File: src/rtl/cpu_port_bridge.sv
// CPU I/O port endpoint: buffers CPU output strobes in a first-word-fall-through FIFO
// drained over valid/ready, and latches external valid/ready words onto the CPU input port.
module cpu_port_bridge #(
    parameter int DEPTH = 8,
    localparam int CW = $clog2(DEPTH) + 1
) (
    input  logic          clk,
    input  logic          rst,
    input  logic [15:0]   cpu_out_port,
    input  logic          cpu_output_valid,
    output logic [15:0]   cpu_in_port,
    output logic [15:0]   m_data,
    output logic          m_valid,
    input  logic          m_ready,
    input  logic [15:0]   s_data,
    input  logic          s_valid,
    output logic          s_ready,
    input  logic          ovf_clr,
    output logic [CW-1:0] level,
    output logic          overflow,
    output logic [7:0]    drop_count
);
    localparam int AW = $clog2(DEPTH);

    logic [15:0]   mem [DEPTH];
    logic [AW-1:0] wptr;
    logic [AW-1:0] rptr;
    logic [CW-1:0] count;
    logic [15:0]   hold;
    logic          rdy;
    logic          pop;
    logic          full;
    logic          push;
    logic          drop;

    always_comb begin
        pop  = (count != '0) & m_ready;
        full = (count == CW'(DEPTH));
        // A full FIFO still accepts a word when the head leaves in the same cycle.
        push = cpu_output_valid & (~full | pop);
        drop = cpu_output_valid & ~push;
    end

    always_ff @(posedge clk) begin
        if (push) begin
            mem[wptr] <= cpu_out_port;
        end
    end

    always_ff @(posedge clk or posedge rst) begin
        if (rst) begin
            wptr  <= '0;
            rptr  <= '0;
            count <= '0;
        end else begin
            if (push) begin
                wptr <= wptr + AW'(1);
            end
            if (pop) begin
                rptr <= rptr + AW'(1);
            end
            if (push && !pop) begin
                count <= count + CW'(1);
            end else if (pop && !push) begin
                count <= count - CW'(1);
            end
        end
    end

    // A drop coinciding with a clear is still counted, so the count reloads to 1.
    always_ff @(posedge clk or posedge rst) begin
        if (rst) begin
            overflow   <= 1'b0;
            drop_count <= '0;
        end else if (ovf_clr) begin
            overflow   <= 1'b0;
            drop_count <= drop ? 8'd1 : 8'd0;
        end else if (drop) begin
            overflow <= 1'b1;
            if (drop_count != 8'hFF) begin
                drop_count <= drop_count + 8'd1;
            end
        end
    end

    always_ff @(posedge clk or posedge rst) begin
        if (rst) begin
            rdy  <= 1'b0;
            hold <= '0;
        end else begin
            rdy <= 1'b1;
            if (s_valid && rdy) begin
                hold <= s_data;
            end
        end
    end

    always_comb begin
        m_data      = mem[rptr];
        m_valid     = (count != '0);
        level       = count;
        cpu_in_port = hold;
        s_ready     = rdy;
    end
endmodule

File: config.mk
export PLATFORM = sky130hd
export DESIGN_NAME = cpu_port_bridge
export DESIGN_NICKNAME = d
export VERILOG_FILES = /design/src/rtl/cpu_port_bridge.sv
export SDC_FILE = /design/constraint.sdc
export NUM_CORES = 1
export LEC_CHECK = 0
export CAP_MARGIN = 10
export CORE_MARGIN = 4
export CORE_UTILIZATION = 35
export DETAILED_ROUTE_END_ITERATION = 8
export HOLD_SLACK_MARGIN = 0.02
export PLACE_DENSITY = 0.53
export SLEW_MARGIN = 5
export SYNTH_ARGS = -nofsm -noshare
export SYNTH_HDL_FRONTEND = slang
export SYNTH_SLANG_ARGS = --single-unit
export TNS_END_PERCENT = 50
File: constraint.sdc
create_clock -name clk -period 3.4 [get_ports clk]
set_input_delay 0.68 -clock clk [delete_from_list [all_inputs] [get_ports clk]]
set_output_delay 0.68 -clock clk [all_outputs]
set_load 0.1 [all_outputs]
=== Word-level counts from Yosys, hierarchy flattened ===
Memories as Yosys holds them, arrays and structs flattened.
Cells that the tools add are included.

* Add/sub/neg operators: 5
* $mul: 0
* Div/mod/pow operators: 0
* Magnitude comparators: 0
* Equality and inequality tests: 2
* Shifts and indexed selects: 0
* Multiplexer cells: 10
* Bitwise gates (word level): 6
* Reduce and logical (&&, ||, !) cells: 10

{| class="wikitable"
|+ Operators by type and width
! kind !! count
|-
| $mux 8 || 3
|-
| $add 8x1->8 const B || 1
|-
| $mux 4 || 2
|-
| $ne 8x8->1 const B || 1
|-
| $add 3x1->3 const B || 2
|-
| $reduce_bool 2->1 || 3
|-
| $mux 1 || 5
|-
| $add 4x1->4 const B || 1
|-
| $eq 4x4->1 const B || 1
|-
| $reduce_bool 4->1 || 1
|-
| $sub 4x1->4 const B || 1
|-
| $and 1x1->1 || 3
|-
| $logic_and 1x1->1 || 3
|-
| $logic_not 1->1 || 2
|-
| $not 1->1 || 2
|-
| $reduce_and 2->1 || 1
|-
| $or 1x1->1 || 1
|}

* Flip-flop bits (word level): 36
* Bits in latches: 0
* Bits in writable memories: 128
* Memory bits (read-only): 0
* Output and inout bits: 47
* Logic and storage cells: 41
* Memories: 1

{| class="wikitable"
|+ Memory list
! memory !! words !! bits a word !! rd ports !! clocked after Yosys merged registers in !! write ports !! RTL line !! source
|-
| mem || 8 || 16 || 1 || 0 || 1 || 25 || <nowiki>logic [15:0] mem [DEPTH];</nowiki>
|}

=== Depth between registers and ports, before layout ===
* Word-level depth: 8
* Gate-level depth with buffers: 10
* Depth with buffers taken out: 10

=== Worst setup path before layout ===
OpenSTA, ideal clock, no wires.

* Path type: register -> register
* Start: reg count[0] (netlist: level[0])
* End: reg count[3] (netlist: level[3])
* Arrival time: 3.703 ns
* Data required time: 3.274 ns
* Slack: -0.429 ns
* Cell stages (with the launch flop): 11
* Period minus slack after synthesis: 3.829 ns
* Path through: dfrtp_1 -> nor3_2 -> nand2_1 -> nand2_1 -> ha_1 -> inv_1 -> ha_1 -> a21o_1 -> a2111oi_0 -> a31oi_1 -> a221o_1

* Cells in the longest elaborated chain, start to end: 7
* Elaborated cells on any way between the ends: 15
* Classes of those cells: 2 x add/sub; 1 x eq/ne; 2 x mux; 4 x bitwise; 6 x reduce/logical

{| class="wikitable"
|+ Ends and longest elaborated chain
! element !! RTL line !! source
|-
| start, declared || 28 || <nowiki>logic [CW-1:0] count;</nowiki>
|-
| start signal, assigned || 63 || <nowiki>count <= count + CW'(1);</nowiki>
|-
| start signal, assigned || 65 || <nowiki>count <= count - CW'(1);</nowiki>
|-
| $reduce_bool 4->1 * || -- ||
|-
| via m_valid || 13 || <nowiki>output logic m_valid,</nowiki>
|-
| $and 1x1->1 * || 37 || <nowiki>pop = (count != '0) & m_ready;</nowiki>
|-
| $or 1x1->1 || 40 || <nowiki>push = cpu_output_valid & (~full | pop);</nowiki>
|-
| $and 1x1->1 || 40 ||
|-
| $logic_not 1->1 || 64 || <nowiki>end else if (pop && !push) begin</nowiki>
|-
| $logic_and 1x1->1 || 64 ||
|-
| $reduce_bool 2->1 (no source line) || -- ||
|}

Mark *: on every way through the listed nets, which the timed path passes. The rest lies on a longest branch. The select of a mux whose other input is x is not followed.
A chain may end at the register's enable or synchronous reset.

=== Final worst setup path ===
* Start: reg rptr[0]
* End: out m_data[6]

* Cells in the longest elaborated chain, start to end: 1

{| class="wikitable"
|+ Ends and longest elaborated chain
! element !! RTL line !! source
|-
| start, declared || 27 || <nowiki>logic [AW-1:0] rptr;</nowiki>
|-
| start signal, assigned || 60 || <nowiki>rptr <= rptr + AW'(1);</nowiki>
|-
| $mem_v2 8x16 || -- ||
|-
| end, declared || 12 || <nowiki>output logic [15:0] m_data,</nowiki>
|}

Every way passes these cells.

==> impl_metrics.toml <==
[hold_path]
min_from = "overflow"
hold_depth = 1
min_path_type = "register to register"

[floorplan]
start_util_pct = 36.1
die_y_um = 145
coreArea_um2 = 18100
ios = 85
fp-row-count = 49
dieArea_um2 = 20900
dieWidth_um = 145

[synth]
synth-compound-area-share_pct = 2.24
syn_area_um2 = 6540
yosys-top-cells-area = "edfxtp_1, dfrtp_1, mux4_2, mux2_2, ha_1"
syn-num-nets = 384
synth_fa_ha_area_share_pct = 1.45
synth_cells = 339
yosys.area_share.simple_pct = 4.42
ys_ff_latch = 164
yosysWarnings = 0
synthMuxAreaShare_pct = 17.0
seq_area_frac_synth_pct = 72.5
yosysTopAreaCell = "edfxtp_1"
syn_area_per_cell_um2 = 19.3
synth-xor-area-share_pct = 0.669
ys_types = 47
synth_top_area_share_pct = 58.7
synth_top_family_by_area = "multiplexers"

[clock_tree]
post_cts_resize_count = 0
post_cts_buffers = 0
clkTransAtPathRegs_ps = 60
holdBufCountCts = 0
htreeDepth = 4
clockRootBuffer = "clkbuf_16"
numCtsBuffers = 17
cts.path.max_buffers = 2
cts_tree = "done"
clk_latency_ps = 420
cts_sinks = 164

[worst_setup_path]
crit_path_start_kind = "register"
arrival_ps = 2370
cp.required_ps = 2720
crit_type = "register to output port"
crit_path_max_fanout = 12
startpoint = "rptr[0]"
crit_path_end_kind = "output port"
rr_startpoint = "level[0]"
r2r_cells = 10

[sta]
relSlewSlack_pct = 34.5
fmax_ghz = 0.328
final.setup_skew_ps = 5.98
setup_viol = 0
rsz0062_at_grt = "no"
finalHoldWorstSlack_ps = 506
finalHoldViolations = 0
slew_violations = 0
tns_ps = 0
fin_crit_sh_pct = 89.7
fin_crit_ps = 3050
tightest_slew_ps = 979

[placed_design]
routabilityCongestion = 0.699
portBuffers = 84
place_inst = 659
dp_hpwl_mm = 8.82

[drt]
first_iter_violations = 133
drt-total-wl_mm = 13.7
drc = 0
via_count = 3515
wire_per_inst_um = 19.9
viasPerCell = 5.09
first_pass_iters = 4
ant_nets = 0

[job]
maxCapViolCount = 0

[global_routing]
grt_start_max_net_pins = 35
grt_use_total_pct = 14.2
antenna_found_initial = 0
grt_pass1_wl_mm = 21.7
gr-total-overflow = 0
grt_pass1_vias = 3821

[outcome]
outcome = "complete, no violations"

[pwr]
power.leakage_nw = 3.00
p_per_area_nw_per_um2 = 1000
ir_worst_vdd_uv = 427

[finish]
diodes = 0
fin_cells = 691
area_delta_synth_final_pct = 28.4
layout.nets = 494
drive_gt1_share_pct = 38.3
finalCoreUtilization_pct = 46.3
layer usage:
layer	part of all wire, %	GRT usage [%]	wire [um]	vias up
li1	-	-	-	1581
met1	43	18.2	5910	1824
met5	0	0	0	-
met4	1.6	5.15	217	0
met2	50	22.8	6830	94
met3	5.6	4.40	772	16
synth_stat cells (all sizes together):
cell and instances:
mux4 32, nor3 5, a2111oi 1, edfxtp 128, o21a 1, and2 1
or3 1, or4 3, and4 3, a21o 1, nand2b 4, nand3 6
buf 6, nor2 8, nand4 1, a221o 1, mux2 35, nand2 16
conb 1, inv 5, ha 6, and3b 1, nor4 1, o21ai 4
a21oi 6, o41ai 1, o311ai 1, xnor2 5, fa 1, nor2b 1
a32o 1, o31ai 3, dfrtp 36, clkbuf 9, nor4b 1, and3 1
a31oi 2
path summary, 6_finish.rpt:
kind                                   endpoint  slack (ps)
worst min-delay path                   overflow         510
worst max register to register         level[3]         460
worst min register to register         overflow         510
worst max-delay path                  m_data[6]         350
max in group asynchronous               rptr[0]        2270
min in group asynchronous       cpu_in_port[15]         550
cell type report:
type	count	area (um2)
clock inverter	15	168
multi-input combinational	155	1710
sequential	164	4750
tap	229	287
inverter	5	18.8
timing repair buffer	106	1050
fill	1589	9750
clock buffer	17	425
report_power, final:
group	switching [mW]	total [mW]	internal, mW
Sequential	0.309	2.78	2.47
Clock	0.802	1.90	1.10
Combinational	2.39	3.75	1.36
Total	3.50	8.44	4.93
critical path, cell delays in order, from the launching register on:
cell and delay, ps:
dfrtp_2 690, buf_12 220, mux4_2 530, mux2_2 280
buf_4 230
registers in the layout, indices dropped and copies added (netlist names):
name	count
mem	128
level	4
s_ready	1
wptr	3
drop_count	8
rptr	3
overflow	1
cpu_in_port	16
cell usage in the layout (no fill, tap or decap), drive strengths merged, types with 5 or more instances in the layout:
| master | instances |
|---|---|
| inv | 12 |
| nand3 | 6 |
| edfxtp | 128 |
| clkbuf | 17 |
| clkinv | 5 |
| ha | 6 |
| xnor2 | 5 |
| buf | 66 |
| dfrtp | 36 |
| clkdlybuf4s50 | 40 |
| a21oi | 6 |
| nand2 | 16 |
| nor2 | 8 |
| mux2 | 35 |
| nor3 | 5 |
| mux4 | 32 |
kinds of logic (layout without fill, tap and decap cells):
group	count (synthesis)	in the layout
xor gates and xnor gates	5	5
DFF	164	164
AOI/OAI and AO/OA	22	22
muxes	67	67
other	1	1
adders and majority gates	7	7
and+or+nand+nor	53	53
buffers and inverters	20	143
stage by stage:
stage | worst slack, ps | power, mW | area (um2)
floorplan | 188 | 5.45 | 6550
global placement | 108 | 6.61 | 7810
detailed placement | 17.6 | 6.63 | 7810
CTS | 270 | 8.58 | 8400
global route | 212 | 8.82 | 8400
finish | 351 | 8.44 | 8400
No activity file was read; power rests on OpenSTA's default activity.
